==> src/rtl/serial_full_subtractor.sv <==
// rtl/serial_full_subtractor.sv - bit-serial full subtractor, LSB first, valid/ready operand and result handshakes
module serial_full_subtractor #(
    parameter int WIDTH = 8
) (
    input  logic             clk,
    input  logic             rst,
    input  logic             in_valid,
    output logic             in_ready,
    input  logic [WIDTH-1:0] minuend,
    input  logic [WIDTH-1:0] subtrahend,
    input  logic             borrow_in,
    output logic             bit_valid,
    output logic             diff_bit,
    output logic             out_valid,
    input  logic             out_ready,
    output logic [WIDTH-1:0] difference,
    output logic             borrow_out
);

    localparam int IW = $clog2(WIDTH);
    localparam logic [IW-1:0] LAST_IDX = IW'(WIDTH - 1);

    typedef enum logic [1:0] {
        IDLE,
        RUN,
        DONE
    } state_t;

    state_t           state;
    state_t           state_nxt;
    logic [WIDTH-1:0] a_q;
    logic [WIDTH-1:0] b_q;
    logic [WIDTH-1:0] diff_q;
    logic             br_q;
    logic [IW-1:0]    idx_q;

    logic a_bit;
    logic b_bit;
    logic d;
    logic br_nxt;

    // One full-subtractor slice, fed from the operand bit selected by idx_q
    assign a_bit  = a_q[idx_q];
    assign b_bit  = b_q[idx_q];
    assign d      = a_bit ^ b_bit ^ br_q;
    assign br_nxt = (~a_bit & b_bit) | (~(a_bit ^ b_bit) & br_q);

    assign difference = diff_q;
    assign borrow_out = br_q;

    always_ff @(posedge clk) begin
        if (rst) begin
            state <= IDLE;
        end else begin
            state <= state_nxt;
        end
    end

    always_comb begin
        state_nxt = state;
        in_ready  = 1'b0;
        bit_valid = 1'b0;
        diff_bit  = 1'b0;
        out_valid = 1'b0;
        case (state)
            IDLE: begin
                in_ready = 1'b1;
                if (in_valid) begin
                    state_nxt = RUN;
                end
            end
            RUN: begin
                bit_valid = 1'b1;
                diff_bit  = d;
                if (idx_q == LAST_IDX) begin
                    state_nxt = DONE;
                end
            end
            DONE: begin
                out_valid = 1'b1;
                // Release goes to IDLE only; the next accept needs a fresh IDLE cycle
                if (out_ready) begin
                    state_nxt = IDLE;
                end
            end
            default: begin
                state_nxt = IDLE;
            end
        endcase
    end

    always_ff @(posedge clk) begin
        if (rst) begin
            a_q    <= '0;
            b_q    <= '0;
            diff_q <= '0;
            br_q   <= 1'b0;
            idx_q  <= '0;
        end else begin
            case (state)
                IDLE: begin
                    if (in_valid) begin
                        a_q    <= minuend;
                        b_q    <= subtrahend;
                        br_q   <= borrow_in;
                        diff_q <= '0;
                        idx_q  <= '0;
                    end
                end
                RUN: begin
                    diff_q[idx_q] <= d;
                    br_q          <= br_nxt;
                    idx_q         <= idx_q + IW'(1);
                end
                default: begin
                end
            endcase
        end
    end

endmodule

==> config.mk <==
export PLATFORM = sky130hd
export DESIGN_NAME = serial_full_subtractor
export DESIGN_NICKNAME = d
export VERILOG_FILES = /design/src/rtl/serial_full_subtractor.sv
export SDC_FILE = /design/constraint.sdc
export NUM_CORES = 1
export LEC_CHECK = 0
export BUFFER_PORTS_ARGS = -buffer_cell sky130_fd_sc_hd__buf_2
export CORE_ASPECT_RATIO = 0.6
export CORE_MARGIN = 8
export CORE_UTILIZATION = 52
export CTS_CLUSTER_DIAMETER = 50
export DETAILED_ROUTE_END_ITERATION = 10
export HOLD_SLACK_MARGIN = 0.02
export PLACE_DENSITY_LB_ADDON = 0.2
export REMOVE_ABC_BUFFERS = 1
export SLEW_MARGIN = 5
export SYNTH_ARGS = -nofsm -noshare
export SYNTH_HDL_FRONTEND = slang
export SYNTH_SLANG_ARGS = --single-unit
export TNS_END_PERCENT = 100
==> constraint.sdc <==
create_clock -name clk -period 2.4 [get_ports clk]
set_input_delay 0.12 -clock clk [delete_from_list [all_inputs] [get_ports clk]]
set_output_delay 0.12 -clock clk [all_outputs]
set_load 0.1 [all_outputs]
==> impl_metrics.toml, run 1 <==
[hold_path]
hp-start = "subtrahend[1]"
worst_hold_path.num_cells = 3
hold_class = "in2reg"

[finish]
multiInputGateArea_sq_um = 768
drive_gt1_share_pct = 28.6
diodes = 0
regArea_sq_um = 607
fin_util_pct = 63.9
layout.nets = 237
syn2layout_area_growth_pct = 20.4
fillers = 250
layoutNonFillerInstCount = 247

[cts]
cts_tree = "done"
cts_buffer_depth = 2
clock_latency_ns = 0.28
clock-root-buffer = "clkbuf_8"
cts.htree.levels = 2
numCtsBuffers = 5
clk_pin_slew_ns = 0.06
ctsHoldBuffers = 0
clock_sinks = 30

[timing]
final-hold-violation-count = 0
rsz0062_at_grt = "true"
fmax_mhz = 425
relSlewSlack_pct = 52.3
setup_tns_ns = 0
fin_crit_sh_pct = 98.1
hold-worst-slack_ns = 0.0754
maxSlewViolCount = 0
min_period_ns = 2.35
skew_ns = 0.00501
max_slew.worst_pin.slew_ns = 0.715
setup_viol = 0

[synth]
ys_types = 38
yosys_most_used_dff = "dfxtp_1"
synth_edf_count = 0
yosysSeqAreaShare_pct = 40.7
synth_area_leaders = "dfxtp_1, a21oi_1, nand2_1, nand3_1, o211ai_1"
yosysMostFrequentCell = "nand2_1"
synth.largest_area_cell = "dfxtp_1"
synthCells = 178
synth_seq_cells = 30
synth_top_cells_by_count = "nand2_1, dfxtp_1, a21oi_1"
synthArstFlopShare_pct = 0
synth_top_area_share_pct = 40.7
synth.avg_cell_area_sq_um = 8.28
synth_area_sq_um = 1470
ys_warn_count = 0

[global_routing]
grt_pass1_wl_microns = 6430
gr-total-overflow = 0
grt_usage_pct = 16.5
grt_max_degree = 31
grt_pass1_vias = 1407
antenna_found_initial = 0

[floorplan]
core_region_area_sq_um = 2780
dieWidth_microns = 84.7
io_pins = 34
initial_core_util_pct = 53.1
die_area_sq_um = 4850
rows = 15
die_h_microns = 57.2

[flow_run]
max_cap_violations = 0

[critical_path]
startpoint_type = "flop"
critPathCaptureType = "output port"
cp_top_family = "adder cells"
worst_ep_required_time_ns = 2.28
worstSetupPathType = "reg2out"
reg2regPathDepth = 7
crit_start = "idx_q[1]$_SDFFE_PP0P_"
crit_buf_inv = 1
cpPeakStageDelay_ns = 0.54
cp_max_fo = 5
worst-path-stages = 6
arrival_ns = 2.23
regToRegStartpoint = "idx_q[1]$_SDFFE_PP0P_"
crit_slowest_cell = "fa_1"
crit_chain = "mux2i_2 -> nor3_1 -> a2111o_1 -> fa_1 -> and2_4 -> buf_12"

[placement]
dp.cells = 238
place.gp.congestion = 0.855
port_buffers = 33
hpwl_microns = 2690

[power]
cellPowerDensity_nw_per_um2 = 644
power.total_uw = 1140
peakVddDrop_uv = 415
power_leakage_uw = 0.000733

[drt]
avgRoutedWirePerCell_microns = 15.2
num_vias = 1392
first_iter_violations = 52
ant_nets = 0
first_pass_iters = 4
wl_microns = 3760
drc = 0
vias_per_cell = 5.64

[run_status]
status = "finished clean"
-- worst reg2reg max path, stage by stage, from the launching register on --
cell,delay (ns)
dfxtp_4,0.39
mux2i_2,0.24
nor3_1,0.07
a2111o_1,0.40
fa_1,0.54
buf_4,0.16
nand3_1,0.08
a21oi_1,0.16
-- cells by family (layout without fill, tap and decap cells) --
family,after synthesis,in the layout,share of synthesized area [%]
adder cells (fa/ha/maj),3,3,3.06
flip-flops,30,30,40.7
AO/OA/AOI/OAI,48,48,20.0
AND/OR/NAND/NOR,74,74,25.5
buffers and inverters,19,54,7.98
multiplexers,4,4,2.72
-- metrics by stage --
stage	worst slack, ns	instance area [sq um]
after global routing	-0.0610	1770
after detailed placement	0.151	1650
final	0.0462	1770
after CTS	-0.00547	1770
after global placement	0.178	1650
after floorplan	-0.509	1370
-- metal layers --
metal | GRT usage, % | up-vias | wire (microns)
met5 | 0 | - | 0
met4 | 8.04 | 0 | 75
met3 | 5.15 | 9 | 253
met2 | 27.6 | 45 | 1770
met1 | 18.9 | 646 | 1660
li1 | - | 692 | -
-- layout make-up --
type / count / share of cell area (%)
clock buffers: 5 / 3.88
repair buffers: 43 / 14.8
well taps: 34 / 2.40
multi-input cells: 129 / 43.3
flip-flops and latches: 30 / 34.2
clock inverters: 2 / 0.564
inverters: 4 / 0.846
-- flip-flops by register name (all words and copies together), names as in the netlist --
register / cells
a_q: 8
b_q: 8
idx_q: 3
difference: 8
borrow_out: 1
state: 2
-- placed cells by master (no fill, tap or decap), types with 2 or more instances in the layout --
cell,instances
a21oi_1,29
o21ai_0,3
mux2i_1,3
buf_2,32
nor2_1,6
nand2b_1,3
buf_4,9
o211ai_1,6
nand3_1,13
dfxtp_2,2
ha_1,2
clkinv_2,2
nor2b_1,4
dfxtp_1,27
nand2_1,35
inv_1,4
clkbuf_8,5
-- where the power goes --
group / internal, uW / switching (uW) / total [uW] / leakage, uW
registers: 521 / 19.4 / 540 / 0.000247
clock network: 194 / 185 / 379 / 0.0000438
logic: 76.3 / 147 / 223 / 0.000442
total: 791 / 352 / 1140 / 0.000733
-- what timing repair did --
action / 4_1_cts / 5_1_grt
buffers inserted: 2 / 0
cloned: 0 / 0
gates resized for setup: 8 / 2
setup endpoints to repair: 1 / 1
pin swaps: 3 / 1
-- path summary, 6_finish.rpt --
check / slack (ns) / end
worst max-delay path: 0.05 / diff_bit
worst min-delay path: 0.08 / b_q[1]$_SDFFE_PP0P_
worst max register to register: 0.30 / difference[4]$_SDFFE_PP0P_
worst min register to register: 0.46 / a_q[6]$_SDFFE_PP0P_
Note: power is estimated with default switching activity, not from simulation.
==> run 2, diff against run 1 <==
- CTS_BUF_LIST: default -> sky130_fd_sc_hd__clkbuf_16
==> impl_metrics.toml, run 2 (synthesis gave the netlist of run 1 again) <==
[placement]
port_buffers = 33
dp.cells = 238
place.gp.congestion = 0.855
hpwl_microns = 2690

[cts]
clock_latency_ns = 0.27
clock_sinks = 30
clock-root-buffer = "clkbuf_16"
clk_pin_slew_ns = 0.05
numCtsBuffers = 5
cts_buffer_depth = 2
cts.htree.levels = 2
cts_tree = "done"

[power]
power.total_uw = 1350
cellPowerDensity_nw_per_um2 = 726
power_leakage_uw = 0.000766
peakVddDrop_uv = 495

[drt]
first_pass_iters = 4
drc = 0
num_vias = 1390
avgRoutedWirePerCell_microns = 15.7
wl_microns = 3900
vias_per_cell = 5.60
first_iter_violations = 82
ant_nets = 0

[finish]
layout.nets = 238
drive_gt1_share_pct = 29.9
final_cell_mix = "nand2_1, buf_2, a21oi_1"
layoutNonFillerInstCount = 248
final_common_cell = "nand2_1"
diodes = 0
syn2layout_area_growth_pct = 26.1

[timing]
final-hold-violation-count = 0
relSlewSlack_pct = 51.7
setup_viol = 0
maxSlewViolCount = 0
skew_ns = 0.00373
fin_crit_sh_pct = 99.4
hold-worst-slack_ns = 0.0853
max_slew.worst_pin.slew_ns = 0.725
min_period_ns = 2.38
fmax_mhz = 419
rsz0062_at_grt = "true"

[critical_path]
arrival_ns = 2.26
crit_buf_inv = 1
worstSetupPathType = "reg2out"
cp_max_fo = 5
crit_slowest_cell = "fa_1"
cp_top_family = "adder cells"
worst_ep_required_time_ns = 2.28
crit_chain = "mux2i_4 -> nor3_2 -> a2111o_1 -> fa_1 -> and2_4 -> buf_12"
critPathCaptureType = "output port"
cpPeakStageDelay_ns = 0.54
r2r_setup_slack_ns = 0.25
startpoint_type = "flop"

[global_routing]
grt_usage_pct = 16.5
grt_max_degree = 31
grt_pass1_wl_microns = 6490
grt_pass1_vias = 1392
antenna_found_initial = 0
gr-total-overflow = 0

[flow_run]
max_cap_violations = 0

[floorplan]
core_region_area_sq_um = 2780
die_area_sq_um = 4850
die_h_microns = 57.2
dieWidth_microns = 84.7
io_pins = 34
initial_core_util_pct = 53.1
rows = 15

[hold_path]
hold_class = "in2reg"

[run_status]
status = "finished clean"
[run 2: cell types whose count changed in the layout (fill, tap and decap cells not counted)]
cell       delta
clkbuf_8      -5
clkbuf_16     +5
mux2i_2       -1
nor3_2        +1
buf_4         +1
nor2b_1       -1
mux2i_4       +1
nor2b_4       +1
nor3_1        -1
[run 2: worst register-to-register path, cell delays in order (launching register included)]
cell,delay [ns]
dfxtp_4,0.40
mux2i_4,0.28
nor3_2,0.05
a2111o_1,0.40
fa_1,0.54
buf_4,0.16
nand3_1,0.08
a21oi_1,0.16
[run 2: cell type report]
class	count	area (sq um)
Tap cell	34	42.5
Inverter	4	15.0
Clock inverter	2	10.0
Timing Repair Buffer	44	270
Multi-Input combinational cell	129	790
Fill cell	233	918
Sequential cell	30	607
Clock buffer	5	125
[run 2: repair_timing]
action | CTS | global route
resized for setup | 8 | 6
pin swaps | 2 | 3
buffers inserted | 2 | 1
hold buffers | 0 | 0
setup endpoints to repair | 1 | 1
[run 2: power breakdown]
group	internal [uW]	leakage, uW	switching (uW)
Sequential	522	0.000247	20.6
Clock	373	0.0000694	208
Combinational	78.2	0.000450	148
Total	973	0.000766	377
[run 2: per-layer routing]
layer  global-route usage (%)  wire [microns]  part of all wire, %  up-vias
met5                        0               0                    0        -
met4                     6.53              36                 0.92        0
met3                     5.01             235                  6.0        4
met2                     28.0            1860                   48       45
met1                     19.2            1770                   45      647
li1                         -               -                    -      694
[run 2: worst paths after layout]
path,start,end,cells past startpoint
worst max-delay path,idx_q[1]$_SDFFE_PP0P_,diff_bit,6
worst min-delay path,minuend[1],a_q[1]$_SDFFE_PP0P_,3
worst max register to register,idx_q[1]$_SDFFE_PP0P_,difference[4]$_SDFFE_PP0P_,7
worst min register to register,a_q[6]$_SDFFE_PP0P_,a_q[6]$_SDFFE_PP0P_,2
[run 2: through the flow]
stage / utilization (%) / setup WS, ns / setup TNS (ns) / instance area [sq um]
after floorplan: - / -0.509 / -0.509 / 1370
after global placement: 59.5 / 0.178 / 0 / 1650
after detailed placement: 59.5 / 0.151 / 0 / 1650
after CTS: 65.6 / 0.00304 / 0 / 1820
after global routing: 66.9 / -0.0682 / -0.0682 / 1860
final: 66.9 / 0.0151 / 0 / 1860
